**src/rtl/counter3bit_monitor.sv**
```systemverilog
// counter3bit_monitor: decodes 3-bit counter transitions into INC/ROT/SET/CLR/ERR.
// Define COUNTER3BIT_MON_STATS_EN to build the per-class statistics counters.
module counter3bit_monitor #(
    parameter int CNT_W = 8
) (
    input  logic             clk,
    input  logic             reset_n,
    input  logic             sample_valid,
    input  logic [2:0]       count_in,
    input  logic             clear,
    output logic             op_valid,
    output logic [2:0]       op,
    output logic             err,
    output logic             fault,
    output logic [CNT_W-1:0] inc_cnt,
    output logic [CNT_W-1:0] rot_cnt,
    output logic [CNT_W-1:0] set_cnt,
    output logic [CNT_W-1:0] clr_cnt,
    output logic [CNT_W-1:0] err_cnt
);

    localparam logic [2:0] OP_NONE = 3'd0;
    localparam logic [2:0] OP_INC  = 3'd1;
    localparam logic [2:0] OP_ROT  = 3'd2;
    localparam logic [2:0] OP_SET  = 3'd3;
    localparam logic [2:0] OP_CLR  = 3'd4;
    localparam logic [2:0] OP_ERR  = 3'd7;

    typedef enum logic [1:0] {
        EMPTY = 2'd0,
        TRACK = 2'd1,
        FAULT = 2'd2
    } state_t;

    state_t     state;
    logic [2:0] prev;
    logic [2:0] dec;
    logic       do_dec;

    // First match wins: 7->0 is INC, 0->0 and 7->7 are ROT.
    always_comb begin
        dec = OP_ERR;
        if (count_in == prev + 3'd1)
            dec = OP_INC;
        else if (count_in == {prev[1:0], prev[2]})
            dec = OP_ROT;
        else if (count_in == 3'd7)
            dec = OP_SET;
        else if (count_in == 3'd0)
            dec = OP_CLR;
    end

    assign do_dec = sample_valid && !clear && (state != EMPTY);
    assign fault  = (state == FAULT);

    always_ff @(posedge clk or negedge reset_n) begin
        if (!reset_n) begin
            state    <= EMPTY;
            prev     <= 3'd0;
            op_valid <= 1'b0;
            op       <= OP_NONE;
            err      <= 1'b0;
        end else if (clear) begin
            state    <= EMPTY;
            prev     <= 3'd0;
            op_valid <= 1'b0;
            op       <= OP_NONE;
            err      <= 1'b0;
        end else if (sample_valid) begin
            prev <= count_in;
            if (state == EMPTY) begin
                state    <= TRACK;
                op_valid <= 1'b0;
                err      <= 1'b0;
            end else begin
                op_valid <= 1'b1;
                op       <= dec;
                err      <= (dec == OP_ERR);
                if (dec == OP_ERR)
                    state <= FAULT;
            end
        end else begin
            op_valid <= 1'b0;
            err      <= 1'b0;
        end
    end

`ifdef COUNTER3BIT_MON_STATS_EN
    localparam logic [CNT_W-1:0] CNT_MAX = '1;

    function automatic logic [CNT_W-1:0] sat_inc(input logic [CNT_W-1:0] c);
        return (c == CNT_MAX) ? c : c + 1'b1;
    endfunction

    always_ff @(posedge clk or negedge reset_n) begin
        if (!reset_n) begin
            inc_cnt <= '0;
            rot_cnt <= '0;
            set_cnt <= '0;
            clr_cnt <= '0;
            err_cnt <= '0;
        end else if (clear) begin
            inc_cnt <= '0;
            rot_cnt <= '0;
            set_cnt <= '0;
            clr_cnt <= '0;
            err_cnt <= '0;
        end else if (do_dec) begin
            unique case (dec)
                OP_INC:  inc_cnt <= sat_inc(inc_cnt);
                OP_ROT:  rot_cnt <= sat_inc(rot_cnt);
                OP_SET:  set_cnt <= sat_inc(set_cnt);
                OP_CLR:  clr_cnt <= sat_inc(clr_cnt);
                default: err_cnt <= sat_inc(err_cnt);
            endcase
        end
    end
`else
    logic unused_dec;
    assign unused_dec = do_dec;
    assign inc_cnt = '0;
    assign rot_cnt = '0;
    assign set_cnt = '0;
    assign clr_cnt = '0;
    assign err_cnt = '0;
`endif

endmodule

```
**config.mk**
```make
export PLATFORM = sky130hd
export DESIGN_NAME = counter3bit_monitor
export DESIGN_NICKNAME = d
export VERILOG_FILES = /design/src/rtl/counter3bit_monitor.sv
export SDC_FILE = /design/constraint.sdc
export NUM_CORES = 1
export LEC_CHECK = 0
export CORE_ASPECT_RATIO = 1.1
export CORE_MARGIN = 8
export CORE_UTILIZATION = 38
export DETAILED_ROUTE_END_ITERATION = 6
export PLACE_DENSITY_LB_ADDON = 0.12
export SLEW_MARGIN = 20
export SYNTH_ARGS = -nofsm -noshare
export SYNTH_HDL_FRONTEND = slang
export SYNTH_SLANG_ARGS = --single-unit
```
**constraint.sdc**
```tcl
create_clock -name clk -period 1.9 [get_ports clk]
set_clock_uncertainty 0.1 [all_clocks]
set_input_delay 0.38 -clock clk [delete_from_list [all_inputs] [get_ports clk]]
set_output_delay 0.38 -clock clk [all_outputs]
set_load 0.01 [all_outputs]
```
==> results of run 1 <==
cells by family after synthesis:
logic type               after synthesis  synth area share (%)
buffers and inverters                 48                 37.77
AND/OR/NAND/NOR                       25                 14.79
AO/OA/AOI/OAI                         11                 8.468
flip-flops                            10                 26.88
XOR/XNOR                               6                 7.123
multiplexers                           3                 3.226
adder cells (fa/ha/maj)                1                 1.344
other                                  1                0.4028
layout make-up:
cell class / instances / area, µm² / area share [%]
multi-input cells: 86 / 475.5 / 47.56
repair buffers: 22 / 195.2 / 19.52
flip-flops and latches: 10 / 250.2 / 25.03
clock buffers: 4 / 36.28 / 3.630
inverters: 1 / 3.754 / 0.3755
well taps: 31 / 38.79 / 3.880
critical path, cell delays in order, from the launching register on:
cell             delay (ns)
dfrtp_1                0.35
inv_1                  0.07
nor2_1                 0.10
clkdlybuf4s50_1        0.54
cells in the final DEF, fill, tap and decap left out, types with 2 or more instances in the layout:
cell type         n
a21oi_1           3
buf_4            10
clkbuf_4          3
clkdlybuf4s50_1  12
conb_1           40
dfrtp_1          10
mux2i_1           3
nand2_1           2
nand3_1           3
nand3_2           2
nor2_1            9
nor4_1            2
xnor2_1           4
state kept, by name (all words and copies together) (netlist names):
name      count
prev          3
op            3
op_valid      1
state         2
err           1
worst paths after layout:
check	start	end
max	state[1]	fault
min	reset_n	op[0]
max reg2reg	prev[1]	state[0]
min reg2reg	op[2]	op[2]
max in group asynchronous	reset_n	state[1]
min in group clk	op[2]	op[2]
where the power goes:
| group | switching, mW | total (mW) | internal (mW) |
|---|---|---|---|
| clock network | 0.0671 | 0.183 | 0.116 |
| logic | 0.102 | 0.177 | 0.0755 |
| registers | 0.0144 | 0.242 | 0.228 |
synth_stat cells, drive strengths merged, types with 2 or more instances:
| cell type | n |
|---|---|
| nand2 | 3 |
| mux2i | 3 |
| nor4 | 2 |
| xnor2 | 4 |
| buf | 44 |
| nor2 | 9 |
| nand3 | 5 |
| dfrtp | 10 |
| clkbuf | 3 |
| a21oi | 3 |
stage by stage:
step           setup WS [ns]  util (%)
2_1_floorplan         0.3293         -
3_3_place_gp         -0.1040     40.13
3_5_place_dp        -0.09421     40.13
4_1_cts              0.08774     41.64
5_1_grt             0.008644     41.64
6_report              0.1061     41.64
metal layers:
metal	track usage [%]	routed length [µm]	share of wire [%]	vias up
li1	-	-	-	306
met1	8.787	731	42	287
met2	13.44	886	50	25
met3	2.619	114	6.5	2
met4	5.014	22	1.3	0
met5	0	0	0	-
==> impl_metrics.json, run 1 <==
{
  "synth_flop_cell": "dfrtp_1",
  "cts.sinks": 10,
  "r2r_setup_slack_ns": 0.19,
  "rsz0062_at_grt": "false",
  "final_area_um2": 999.7,
  "dp_cells": 150,
  "leakage_nw": 0.4976,
  "cts_tree": "built",
  "hold_class": "input port to async pin",
  "cts_resized": 0,
  "place_congestion": 0.8148,
  "synth_cells": 105,
  "wl_per_cell_um": 11.40,
  "hpwl_mm": 1.447,
  "p_per_area_nw_per_um2": 603.0,
  "dieHeight_um": 67.91,
  "grt_pass1_vias": 625,
  "holdWs_ns": 0.3405,
  "critPathKind": "register to output pin",
  "yosys_warnings": 0,
  "post-cts-setup-buffer-count": 0,
  "maxCapViolCount": 0,
  "rows": 19,
  "slew_violations": 0,
  "drt_iter0_drc": 11,
  "die_w_um": 63.19,
  "crit_fanout": 3,
  "instances_no_fill": 154,
  "synthArstFlopShare_pct": 100.0,
  "antenna_left": 0,
  "dr.pass1.iters": 4,
  "core-area_um2": 2401,
  "clkLatencyLatePin_ns": 0.26,
  "finalSetupViolCount": 0,
  "ys_seq_area_share_pct": 26.88,
  "grt_max_degree": 11,
  "grt-ovfl-total": 0,
  "finalHoldViolations": 0,
  "fin_crit_sh_pct": 94.41,
  "yosysTopAreaCellShare_pct": 33.06,
  "final.min_clock_period_ns": 1.794,
  "status": "finished clean",
  "fmax_ghz": 0.5575,
  "num_vias": 620,
  "grt_pass1_wl_mm": 2.739,
  "avgSynthCellArea_um2": 8.866,
  "area_growth_syn_to_layout_pct": 7.392,
  "cts_buffers": 3,
  "n_fill_cell": 266,
  "drc_errors": 0,
  "cts_hold_buf": 0,
  "ys_types": 34,
  "slew_headroom_pct": 61.70,
  "final_nets": 132,
  "antenna_cells": 0,
  "finalPower_uw": 602.8,
  "wl_mm": 1.755,
  "grt_use_total_pct": 8.004,
  "worst_ir_drop_vdd_uv": 269.3,
  "clockBufferDepth": 2,
  "cts_root_buf": "clkbuf_4",
  "via_per_inst": 4.026,
  "end_kind": "output pin",
  "drive_gt1_share_pct": 14.63,
  "required_ns": 1.42,
  "tightest_slew_ns": 0.5685,
  "clkSlewWorstSetupHoldPaths_ns": 0.06,
  "die-area_um2": 4291,
  "ys_ff_latch": 10,
  "worstSetupStartpointType": "register",
  "syn-cell-area_um2": 930.9,
  "antenna_found_initial": 0,
  "h-tree-depth": 1,
  "placed_area_um2": 963.4,
  "cp_data_arrival_time_ns": 1.31,
  "port-buffer-count": 12,
  "top_level_ports": 53,
  "start_util_pct": 38.77,
  "fin_tns_setup_ns": 0,
  "ff2ff_path_depth": 5,
  "yosys.area.top_type": "buf_4",
  "synth_enable_flop_cells": 0,
  "ys_top_cells_by_area": "buf_4, dfrtp_1, xnor2_1"
}
Power figures use the tool's default switching activity.
==> run 2, diff against run 1 <==
Settings changed: GPL_TIMING_DRIVEN set to 0.
==> run 2 against run 1 <==
  * Via count is 11% higher
  * Largest cell class unchanged
  * Final area is 23% higher
  * Setup slack worse by 0.0087 ns
  * Critical endpoint unchanged
  * Clock-buffer cell count stayed put
==> impl_metrics.json, run 2 (same netlist as run 1, synthesis figures left out) <==
{
  "cts_hold_buf": 0,
  "worstPathCellList": "inv_1 > nor2_1 > clkdlybuf4s50_1",
  "status": "finished clean",
  "max_stage_delay_ns": 0.54,
  "path_delay_family": "buffers and inverters",
  "wl_mm": 1.781,
  "crit_buf_inv": 2,
  "holdWs_ns": 0.3263,
  "crit_fanout": 3,
  "area_growth_syn_to_layout_pct": 32.39,
  "clkSlewWorstSetupHoldPaths_ns": 0.07,
  "core-area_um2": 2401,
  "grt.busiest_layer": "met2",
  "finalPower_uw": 653.0,
  "n_fill_cell": 241,
  "slew_violations": 0,
  "drc_errors": 0,
  "cts.sinks": 10,
  "instances_no_fill": 187,
  "die-area_um2": 4291,
  "grt_max_degree": 11,
  "worst_ir_drop_vdd_uv": 286.8,
  "dr.pass1.iters": 4,
  "num_vias": 690,
  "wl_per_cell_um": 9.524,
  "use_met2_pct": 12.55,
  "cts_buffers": 3,
  "slew_headroom_pct": 63.90,
  "layout_common_cells": "buf_4, conb_1, dfrtp_1",
  "antenna_left": 0,
  "met3_usage_pct": 4.419,
  "tightest_slew_ns": 0.5359,
  "via_per_inst": 3.690,
  "grt_util_met1_pct": 8.397,
  "clockBufferDepth": 2,
  "finalSetupViolCount": 0,
  "fmax_ghz": 0.5548,
  "grt-ovfl-total": 0,
  "final_nets": 165,
  "worstSetupStartpointType": "register",
  "rsz0062_at_grt": "false",
  "top_regs": "op x3, prev x3, state x2",
  "cpMaxStageDelayCell": "clkdlybuf4s50_1",
  "p_per_area_nw_per_um2": 529.8,
  "cp_data_arrival_time_ns": 1.32,
  "clkLatencyLatePin_ns": 0.26,
  "critPathKind": "register to output pin",
  "fin_tns_setup_ns": 0,
  "place_congestion": 0.7414,
  "maxCapViolCount": 0,
  "cts_root_buf": "clkbuf_4",
  "final.min_clock_period_ns": 1.803,
  "leakage_nw": 0.6793,
  "dp_cells": 183,
  "rows": 19,
  "cts_tree": "built",
  "fin_util_pct": 51.33,
  "die_w_um": 63.19,
  "finalHoldViolations": 0,
  "required_ns": 1.42,
  "port-buffer-count": 8,
  "grt_pass1_vias": 619,
  "antenna_cells": 0,
  "post-cts-setup-buffer-count": 0,
  "h-tree-depth": 1,
  "end_kind": "output pin",
  "drt_iter0_drc": 8,
  "start_util_pct": 38.77,
  "antenna_found_initial": 0,
  "grt_use_total_pct": 8.001,
  "grt_pass1_wl_mm": 2.760,
  "final_common_cell": "buf_4",
  "hpwl_mm": 1.527,
  "cts_resized": 0,
  "drive_gt1_share_pct": 33.97,
  "dieHeight_um": 67.91,
  "top_level_ports": 53,
  "fin_crit_sh_pct": 94.87,
  "multi_input_area_um2": 475.5,
  "hold_class": "input port to async pin",
  "seqCellArea_um2": 250.2
}
run 2: cell count changes in the layout (fill, tap and decap cells not counted):
cell | before | now
buf_4 | 10 | 41
clkbuf_2 | 0 | 1
buf_2 | 0 | 1
clkdlybuf4s50_1 | 12 | 8
clkbuf_1 | 0 | 2
buf_6 | 0 | 2
run 2: layout make-up:
cell class	count	share of cell area [%]
sequential	10	20.30
inverter	1	0.3046
buffer	47	28.22
tap	31	3.147
multi-input combinational	86	38.58
timing repair buffer	8	6.497
clock buffer	4	2.944
run 2: final timing paths:
check | from | endpoint | slack [ns] | cells past startpoint
setup / recovery | state[1] | fault | 0.1 | 3
hold / removal | reset_n | err | 0.33 | 1
setup reg to reg | prev[1] | state[1] | 0.20 | 5
hold reg to reg | op[1] | op[1] | 0.43 | 2
max in group asynchronous | reset_n | state[1] | 1.06 | 1
min in group clk | count_in[2] | prev[2] | 0.35 | 3
run 2: metal layers:
layer | part of all wire, % | up-vias
met1 | 39 | 287
li1 | - | 374
met4 | 0.90 | 0
met3 | 10 | 2
met2 | 50 | 27
met5 | 0 | -
run 2: power breakdown:
| group | switching, mW | internal, mW | leakage (nW) |
|---|---|---|---|
| logic | 0.113 | 0.115 | 0.524 |
| clock network | 0.0701 | 0.116 | 0.0210 |
| registers | 0.0110 | 0.228 | 0.134 |
| total | 0.194 | 0.459 | 0.679 |
run 2: metrics by stage:
stage / cell area [µm²] / worst slack [ns]
3_3_place_gp: 1196 / 0.2381
6_report: 1232 / 0.09743
5_1_grt: 1232 / 0.01972
3_5_place_dp: 1196 / 0.2166
2_1_floorplan: 1077 / 0.3293
4_1_cts: 1232 / 0.08287
==> run 3, diff against run 2 <==
Settings changed: GPL_TIMING_DRIVEN 0 to unset, TNS_END_PERCENT set to 50.
==> results of run 3 <==
The final DEF is identical to that of run 1; final timing and power are the same.
